`src/rtl/alarm_pkg.sv`:
```
// Shared state encoding and time field widths for the alarm sequencing controller.
package alarm_pkg;

  localparam int HR_W  = 5;
  localparam int MIN_W = 6;

  typedef enum logic [1:0] {
    DISARMED = 2'd0,
    ARMED    = 2'd1,
    RINGING  = 2'd2,
    SNOOZE   = 2'd3
  } state_t;

endpackage

```
`src/rtl/alarm_ctrl_btn_rise.sv`:
```
// Single-register rising-edge detector; the history register resets to RST_VAL
// so a button held through reset does not produce an event.
module btn_rise #(
  parameter logic RST_VAL = 1'b1
) (
  input  logic clk,
  input  logic rst,
  input  logic btn,
  output logic rise
);

  logic prev;

  always_ff @(posedge clk) begin
    if (rst) prev <= RST_VAL;
    else     prev <= btn;
  end

  assign rise = btn & ~prev;

endmodule

```
`src/rtl/alarm_ctrl.sv`:
```
// Alarm sequencing controller: arms, rings on a minute match, snoozes, stops and times out.
// Optional feature: define ALARM_BEEP_EN for a beeping buzzer instead of a steady tone.
//
//   state    | meaning
//   DISARMED | alarm switch off, everything idle
//   ARMED    | waiting for a tick_min whose time equals the alarm time
//   RINGING  | alarm sounding, counting unattended minutes
//   SNOOZE   | silenced, counting down the snooze minutes
module alarm_ctrl
  import alarm_pkg::*;
#(
  parameter int SNOOZE_MIN       = 5,
  parameter int MAX_SNOOZE       = 3,
  parameter int RING_TIMEOUT_MIN = 10,
  parameter int BEEP_DIV         = 24
) (
  input  logic             clk,
  input  logic             rst,
  input  logic             tick_min,
  input  logic [HR_W-1:0]  cur_hr,
  input  logic [MIN_W-1:0] cur_min,
  input  logic [HR_W-1:0]  alm_hr,
  input  logic [MIN_W-1:0] alm_min,
  input  logic             alarm_en,
  input  logic             btn_snooze,
  input  logic             btn_stop,
  output logic             buzzer,
  output logic             ringing,
  output logic             snoozing,
  output logic [5:0]       snooze_left
);

  localparam logic [5:0] SNZ_LEN  = 6'(SNOOZE_MIN);
  localparam logic [3:0] SNZ_MAX  = 4'(MAX_SNOOZE);
  localparam logic [5:0] RING_MAX = 6'(RING_TIMEOUT_MIN);

  state_t     state;
  logic [5:0] ring_cnt;
  logic [5:0] snooze_cnt;
  logic [3:0] snooze_used;
  logic       snz_ev;
  logic       stop_ev;
  logic       match;

  btn_rise #(.RST_VAL(1'b1)) u_snz (
    .clk  (clk),
    .rst  (rst),
    .btn  (btn_snooze),
    .rise (snz_ev)
  );

  btn_rise #(.RST_VAL(1'b1)) u_stop (
    .clk  (clk),
    .rst  (rst),
    .btn  (btn_stop),
    .rise (stop_ev)
  );

  assign match = ({cur_hr, cur_min} == {alm_hr, alm_min});

  always_ff @(posedge clk) begin
    if (rst || !alarm_en) begin
      state       <= DISARMED;
      ring_cnt    <= '0;
      snooze_cnt  <= '0;
      snooze_used <= '0;
      ringing     <= 1'b0;
      snoozing    <= 1'b0;
      snooze_left <= '0;
    end else begin
      case (state)
        DISARMED: state <= ARMED;

        ARMED: begin
          if (tick_min && match) begin
            state       <= RINGING;
            ring_cnt    <= '0;
            snooze_used <= '0;
            ringing     <= 1'b1;
          end
        end

        RINGING: begin
          if (stop_ev) begin
            state       <= ARMED;
            ring_cnt    <= '0;
            snooze_used <= '0;
            ringing     <= 1'b0;
          end else if (snz_ev && (snooze_used < SNZ_MAX)) begin
            state       <= SNOOZE;
            snooze_cnt  <= SNZ_LEN;
            snooze_left <= SNZ_LEN;
            snooze_used <= snooze_used + 4'd1;
            ringing     <= 1'b0;
            snoozing    <= 1'b1;
          end else if (tick_min) begin
            if (ring_cnt + 6'd1 >= RING_MAX) begin
              state    <= ARMED;
              ring_cnt <= '0;
              ringing  <= 1'b0;
            end else begin
              ring_cnt <= ring_cnt + 6'd1;
            end
          end
        end

        SNOOZE: begin
          if (stop_ev) begin
            state       <= ARMED;
            snooze_cnt  <= '0;
            snooze_used <= '0;
            snoozing    <= 1'b0;
            snooze_left <= '0;
          end else if (tick_min) begin
            // a count of 1 (or a stray 0) finishes the snooze without wrapping
            if (snooze_cnt <= 6'd1) begin
              state       <= RINGING;
              snooze_cnt  <= '0;
              ring_cnt    <= '0;
              snoozing    <= 1'b0;
              snooze_left <= '0;
              ringing     <= 1'b1;
            end else begin
              snooze_cnt  <= snooze_cnt - 6'd1;
              snooze_left <= snooze_cnt - 6'd1;
            end
          end
        end

        default: state <= DISARMED;
      endcase
    end
  end

`ifdef ALARM_BEEP_EN
  logic [BEEP_DIV-1:0] beep_div;
  logic                tone;

  // divider is held at zero with tone high whenever not ringing, so each
  // RINGING entry starts with the buzzer on
  always_ff @(posedge clk) begin
    if (rst || !ringing) begin
      beep_div <= '0;
      tone     <= 1'b1;
    end else begin
      beep_div <= beep_div + 1'b1;
      if (&beep_div) tone <= ~tone;
    end
  end

  assign buzzer = ringing & tone;
`else
  assign buzzer = ringing;
`endif

endmodule

```
`config.mk`:
```
export PLATFORM = sky130hd
export DESIGN_NAME = alarm_ctrl
export DESIGN_NICKNAME = d
export VERILOG_FILES = /design/src/rtl/alarm_pkg.sv /design/src/rtl/alarm_ctrl_btn_rise.sv /design/src/rtl/alarm_ctrl.sv
export SDC_FILE = /design/constraint.sdc
export NUM_CORES = 1
export LEC_CHECK = 0
export CORE_ASPECT_RATIO = 0.9
export CORE_MARGIN = 4
export CORE_UTILIZATION = 52
export DETAILED_ROUTE_END_ITERATION = 16
export PLACE_DENSITY_LB_ADDON = 0.05
export SLEW_MARGIN = 15
export SYNTH_ARGS = -nofsm -noshare
export SYNTH_HDL_FRONTEND = slang
export SYNTH_SLANG_ARGS = --single-unit
```
`constraint.sdc`:
```
create_clock -name clk -period 4.35 [get_ports clk]
set_input_delay 1.0875 -clock clk [delete_from_list [all_inputs] [get_ports clk]]
set_output_delay 1.0875 -clock clk [all_outputs]
set_load 0.005 [all_outputs]
```
==> results of run 1 <==
-- logic make-up (layout without fill, tap and decap cells) --
kind of cell / count (synthesis) / after routing
XOR/XNOR: 16 / 16
buffers and inverters: 12 / 46
adder cells (fa/ha/maj): 5 / 5
multiplexers: 5 / 5
AO/OA/AOI/OAI: 42 / 42
AND/OR/NAND/NOR: 63 / 63
flip-flops: 22 / 22
-- worst register-to-register path: stages, from the launching register on --
cell,delay (ns)
dfxtp_1,0.37
ha_1,0.23
or4b_4,0.58
o311ai_0,0.59
nand2_1,0.27
o221a_2,0.33
-- power by group through the flow --
stage	Sequential, uW	Clock (uW)	Combinational, uW
global route	205	124	53.5
floorplan	208	0	20.4
detailed placement	209	0	49.4
CTS	205	115	49.7
finish	205	112	49.6
global placement	209	0	48.1
-- worst min path at each step --
stage | to | startpoint | cells past startpoint
6_report | ring_cnt[5] | ring_cnt[5] | 1
5_1_grt | ring_cnt[5] | ring_cnt[5] | 1
4_1_cts | ring_cnt[5] | ring_cnt[5] | 1
3_5_place_dp | ring_cnt[5] | ring_cnt[5] | 1
3_3_place_gp | snooze_used[1] | snooze_used[1] | 2
2_1_floorplan | snooze_used[1] | snooze_used[1] | 2
-- routing by layer --
layer | global-route usage | vias up | wire length, um | share of wire
met5 | 0 | - | 0 | 0
met4 | 0.0597 | 0 | 36 | 0.010
met3 | 0.0512 | 4 | 211 | 0.059
met2 | 0.337 | 53 | 1670 | 0.47
met1 | 0.282 | 623 | 1650 | 0.46
li1 | - | 671 | - | -
-- registers in the layout, summed over array words and instances, names as in the netlist --
signal and flops:
buzzer 1, ring_cnt 6, snooze_cnt 6, snooze_used 4
snoozing 1, state 2, u_snz.prev 1, u_stop.prev 1
-- metrics by stage --
step | total power [uW] | hold slack, ns | cells | instance area [um^2]
detailed placement | 259 | 0.495 | 223 | 1770
CTS | 370 | 0.513 | 227 | 1800
global route | 383 | 0.523 | 227 | 1800
global placement | 257 | 0.480 | 223 | 1770
finish | 366 | 0.513 | 227 | 1800
floorplan | 228 | 0.455 | 165 | 1400
-- layout make-up --
class / count / area share
flip-flops and latches: 22 / 0.244
inverters: 5 / 0.0104
clock buffers: 4 / 0.0201
repair buffers: 37 / 0.204
multi-input cells: 131 / 0.502
well taps: 28 / 0.0194
-- cells in the final DEF (no fill, tap or decap), drive strengths merged, types with 2 or more instances in the layout --
| cell type | netlist | routed |
|---|---|---|
| a211oi | 2 | 2 |
| nand3 | 5 | 5 |
| o21bai | 2 | 2 |
| nor2b | 3 | 3 |
| mux2i | 5 | 5 |
| xnor2 | 2 | 2 |
| o21a | 2 | 2 |
| or2 | 3 | 3 |
| clkdlybuf4s50 | 0 | 36 |
| or4 | 3 | 3 |
| nand2b | 3 | 3 |
| o21ai | 10 | 10 |
| ha | 5 | 5 |
| dfxtp | 22 | 22 |
| a21o | 2 | 2 |
| xor2 | 14 | 14 |
| clkbuf | 4 | 4 |
| o211ai | 3 | 3 |
| inv | 5 | 5 |
| or3 | 4 | 4 |
| o221a | 3 | 3 |
| and3 | 3 | 3 |
| a41oi | 2 | 2 |
| nor2 | 15 | 15 |
| nand2 | 15 | 15 |
| a21oi | 6 | 6 |
| nor4 | 5 | 5 |
| o2111a | 2 | 2 |
==> qor.csv, run 1 <==
stage,metric,value,unit
run_status,status,"finished, final reports clean",
global_route,first_global_vias,1354,
worst_setup_path,startpoint,btn_snooze,
global_route,grt_antenna_before_repair,0,
worst_setup_path,r2r_cells,5,
power_and_ir_drop,p_sw,81.1,uW
routing,drt_wl_total,3570,um
global_route,grt_pass1_wl,6230,um
place,globalplace.congestion,0.872,
synth,synth_top_area_share,0.316,
routing,firstDrtPassIters,4,
worst_setup_path,crit_chain,"clkdlybuf4s50_1, or4b_4, o311ai_0, nand2_1, o221a_2",
routing,vias,1351,
routing,final_antenna_net_count,0,
clock_network,numCtsBuffers,3,
sta,worst_pin_slew,0.704,ns
hold_path,hold_path_class,register to register,
final_layout,utilization,0.718,
power_and_ir_drop,pwr-share-seq,0.559,
floorplan,die-area,3580,um^2
final_layout,drive_gt1_frac,0.0754,
worst_setup_path,crit_family,compound AO/OA/AOI/OAI gates,
sta,fin_setup_tns,0,ns
routing,drc,0,
synth,synthArstFlopShare,0,
synth,synthFlopType,dfxtp_1,
power_and_ir_drop,clockPowerShare,0.306,
global_route,grt_usage,0.210,
synth,ys_types,44,
sta,fin_worst_skew,0.00685,ns
sta,finalHoldViolCount,0,
job,cap_violations,0,
clock_network,ctsHoldBuffers,0,
routing,vias_per_cell,5.95,
worst_setup_path,r2r_start,snooze_used[0],
clock_network,cts-resized-gates,0,
worst_setup_path,cp.arrival,3.28,ns
routing,drtIter0Drc,72,
synth,syn_inst,165,
floorplan,fp.coreArea,2510,um^2
synth,synth-simple-area-share,0.246,
synth,ys_warn_count,0,
sta,rsz0062_at_grt,no,
power_and_ir_drop,combPwrFrac,0.135,
sta,max_slew_margin,0.530,
power_and_ir_drop,power_density,203,nW/um^2
sta,max_freq,326,MHz
floorplan,fp.dieW,62.6,um
power_and_ir_drop,p_leak,0.000672,uW
clock_network,cts.sinks,22,
synth,netlist_area,1400,um^2
sta,slew_violations,0,
synth,synth_top_area_cell,dfxtp_1,
worst_setup_path,crit_path_max_fanout,6,
synth,synth.most_common_cell,dfxtp_1,
worst_setup_path,end_kind,register,
synth,synth_compound_area_frac,0.222,
global_route,grt-ovfl-total,0,
synth,ys_seq_elements,22,
routing,wl_per_cell,15.7,um
final_layout,diodes,0,
synth,synth_top_family_by_area,simple AND/OR/NAND/NOR gates,
worst_setup_path,critPathBufInv,1,
worst_setup_path,start_kind,primary input,
sta,min_period,3.06,ns
floorplan,rows,17,
sta,setup_violations,0,
synth,synth_edf_count,0,
power_and_ir_drop,p_int,285,uW
worst_setup_path,cpMaxStageDelayCell,o311ai_0,
final_layout,synthToLayoutAreaGrowth,29.2,%
worst_setup_path,cp.required,4.56,ns
worst_setup_path,critical_path_class,primary input to register,
place,place_hpwl,2800,um
global_route,grt_max_degree,13,
sta,setup_ws,1.29,ns
final_layout,multi_input_area,905,um^2
worst_setup_path,reg2reg_slack,1.88,ns
final_layout,ff_latch_area,440,um^2
clock_network,clk_pin_slew,0.12,ns
clock_network,post_cts_buffers,0,
synth,syn-num-nets,198,
place,portBuffers,36,
synth,muxShareOfSynthArea,0.0359,
clock_network,worst_skew_pair.late_latency,0.31,ns
floorplan,start_util,0.556,
synth,synth.top_cells.by_count,"dfxtp_1 (22), nand2_1 (15), nor2_1 (15), xor2_1 (14), o21ai_0 (9)",
worst_setup_path,slowest_delay,0.59,ns
synth,synthAdderAreaFrac,0.0448,
worst_setup_path,endpoint,snooze_used[3],
synth,synth_top_cells_by_area,"dfxtp_1 (32%), xor2_1 (8.8%), ha_1 (4.5%)",
clock_network,cts_tree,done,
synth,synthXorXnorAreaFrac,0.100,
final_layout,fin_nets,233,
synth,synth.avg_cell_area,8.46,um^2
clock_network,clock_path_buffers,2,
worst_setup_path,r2r_end,snooze_used[3],
synth,synth-seq-area-share,0.316,
power_and_ir_drop,vdd_drop_max,0.000188,V
floorplan,die_y,57.1,um
power_and_ir_drop,swShare,0.222,
final_layout,n_fill_cell,192,
sta,period_share,0.704,
clock_network,clock-root-buffer,clkbuf_4,
worst_setup_path,crit_cells,5,
floorplan,io_pins,37,
clock_network,htree_levels,1,
place,pre_cts_ws,0.988,ns
Power figures use the tool's default switching activity.
==> inputs of run 2 (changes only) <==
--- a/config.mk
+++ b/config.mk
@@ -7,7 +7,7 @@
 export LEC_CHECK = 0
 export CORE_ASPECT_RATIO = 0.9
 export CORE_MARGIN = 4
-export CORE_UTILIZATION = 52
+export CORE_UTILIZATION = 48
 export DETAILED_ROUTE_END_ITERATION = 16
 export PLACE_DENSITY_LB_ADDON = 0.05
 export SLEW_MARGIN = 15
==> constraint.sdc (replaced) <==
create_clock -name clk -period 3 [get_ports clk]
set_input_delay 0.75 -clock clk [delete_from_list [all_inputs] [get_ports clk]]
set_output_delay 0.75 -clock clk [all_outputs]
set_load 0.005 [all_outputs]
==> qor.csv, run 2 (synthesis results as in run 1) <==
stage,metric,value,unit,change
worst_setup_path,critical_path_class,primary input to register,,
floorplan,fp.coreArea,2770,um^2,+10%
global_route,grt-ovfl-total,0,,unchanged
global_route,grt_usage,0.200,,-0.0103
floorplan,start_util,0.504,,-0.0522
routing,vias,1357,,+0.44%
worst_setup_path,slowest_delay,0.57,ns,-0.02 ns
floorplan,rows,18,,+1
worst_setup_path,crit_path_max_fanout,6,,unchanged
power_and_ir_drop,power_density,273,nW/um^2,+35%
place,globalplace.congestion,0.908,,+4.1%
sta,worst_pin_slew,0.626,ns,-0.0779 ns
global_route,first_global_vias,1296,,-4.3%
sta,fin_setup_tns,0,ns,unchanged
final_layout,drive_gt1_frac,0.0936,,+0.0182
floorplan,die_y,59.1,um,+3.5%
global_route,gr-max-usage-layer,met2,,
clock_network,htree_levels,1,,unchanged
clock_network,worst_skew_pair.late_latency,0.30,ns,about the same
routing,final_antenna_net_count,0,,unchanged
worst_setup_path,start_kind,primary input,,
sta,max_freq,369,MHz,
sta,holdWs,0.496,ns,-0.0168 ns
routing,firstDrtPassIters,4,,unchanged
worst_setup_path,reg2reg_slack,0.58,ns,-1.30 ns
clock_network,post_cts_buffers,0,,unchanged
worst_setup_path,r2r_start,snooze_used[0],,
sta,fin_worst_skew,0.00593,ns,-0.000918 ns
sta,period_share,0.904,,
sta,slew_violations,0,,unchanged
routing,drc,0,,unchanged
place,portBuffers,36,,unchanged
sta,finalHoldViolCount,0,,unchanged
sta,max_slew_margin,0.577,,+0.0476
sta,setup_violations,0,,unchanged
final_layout,layout_commonest_cell,clkdlybuf4s50_1,,
floorplan,die-area,3830,um^2,+7.2%
final_layout,reg_top3,"ring_cnt: 6 flops, snooze_cnt: 6 flops, snooze_used: 4 flops",,
clock_network,cts-resized-gates,0,,unchanged
worst_setup_path,end_kind,register,,
clock_network,clock_path_buffers,2,,unchanged
global_route,grtUsageMet1,0.266,,-0.0154
worst_setup_path,startpoint,btn_snooze,,
floorplan,fp.dieW,64.8,um,+3.6%
worst_setup_path,crit_cells,5,,unchanged
global_route,grt_pass1_wl,6080,um,-2.4%
clock_network,cts_tree,done,,
run_status,status,"finished, final reports clean",,
routing,vias_per_cell,5.58,,-6.2%
worst_setup_path,crit_family,compound AO/OA/AOI/OAI gates,,
final_layout,ff_latch_area,440,um^2,unchanged
worst_setup_path,crit_chain,"clkdlybuf4s50_1, or4b_4, o311ai_0, nand2_1, o221a_2",,
clock_network,cts.sinks,22,,unchanged
global_route,grt_antenna_before_repair,0,,unchanged
clock_network,clock-root-buffer,clkbuf_4,,
worst_setup_path,cp.arrival,2.91,ns,-0.37 ns
final_layout,diodes,0,,unchanged
final_layout,n_fill_cell,251,,+31%
sta,min_period,2.71,ns,
power_and_ir_drop,p_leak,0.000690,uW,+2.7%
worst_setup_path,cpMaxStageDelayCell,o311ai_0,,
power_and_ir_drop,vdd_drop_max,0.000280,V,+49%
global_route,grt_use_met2,0.329,,-0.00794
worst_setup_path,r2r_cells,5,,unchanged
place,place_hpwl,2860,um,+2.1%
hold_path,hold_path_class,register to register,,
clock_network,numCtsBuffers,3,,unchanged
worst_setup_path,cp.required,3.20,ns,-1.36 ns
worst_setup_path,endpoint,snooze_used[2],,
routing,wl_per_cell,14.5,um,-7.9%
routing,drt_wl_total,3520,um,-1.4%
global_route,grt_use_met3,0.0474,,-0.00374
floorplan,io_pins,37,,unchanged
final_layout,multi_input_area,905,um^2,unchanged
job,cap_violations,0,,unchanged
global_route,grt_max_degree,12,,-1
clock_network,ctsHoldBuffers,0,,unchanged
final_layout,fin_nets,238,,+2.1%
final_layout,synthToLayoutAreaGrowth,32.0,%,
clock_network,clk_pin_slew,0.12,ns,about the same
sta,rsz0062_at_grt,no,,
routing,drtIter0Drc,66,,-8.3%
worst_setup_path,r2r_end,snooze_used[2],,
final_layout,final_cell_mix,"clkdlybuf4s50_1 (36), dfxtp_1 (22), nand2_1 (15), nor2_1 (15), xor2_1 (14)",,
worst_setup_path,critPathBufInv,1,,unchanged
run 2: changes by cell type in the layout (fill, tap and decap cells not counted), sizes merged:
cell,delta
buf,+5
clkbuf,-1
run 2: metal layers:
layer,wire length (um),vias to the layer above
li1,-,682
met1,1520,619
met2,1720,50
met3,235,6
met4,40,0
met5,0,-
run 2: where the power goes:
part           switching, uW  internal [uW]  leakage, uW
sequential              2.58            294     0.000178
clock                   84.1           46.8    0.0000138
combinational           28.1           48.0     0.000499
total                    115            389     0.000690
run 2: worst register-to-register path, cell delays in order, from the launching register on:
cell and delay (ns):
dfxtp_1 0.36, ha_1 0.23, or4b_4 0.58, o311ai_0 0.57, nand2_1 0.26, o221a_2 0.33
run 2: cell type report:
type | instances | area share
multi-input combinational | 131 | 0.491
sequential | 22 | 0.239
timing repair buffer | 42 | 0.220
tap | 40 | 0.0272
clock buffer | 3 | 0.0122
inverter | 5 | 0.0102
run 2: through the flow:
stage / cell area (um^2) / total power [uW] / setup WS (ns) / cells / util
floorplan: 1400 / 331 / 0.738 / 165 / -
global placement: 1820 / 377 / 0.175 / 240 / 0.657
detailed placement: 1820 / 379 / -0.0223 / 240 / 0.657
CTS: 1840 / 510 / 0.295 / 243 / 0.665
global route: 1840 / 527 / 0.111 / 243 / 0.665
finish: 1840 / 504 / 0.287 / 243 / 0.665
run 2: worst min-delay path by stage:
stage	start	end	slack, ns	depth (start not counted)
CTS	ring_cnt[5]	ring_cnt[5]	0.50	1
global placement	snooze_cnt[5]	snooze_cnt[5]	0.48	2
detailed placement	ring_cnt[5]	ring_cnt[5]	0.48	1
floorplan	snooze_used[1]	snooze_used[1]	0.46	2
finish	ring_cnt[5]	ring_cnt[5]	0.50	1
global route	ring_cnt[5]	ring_cnt[5]	0.52	1
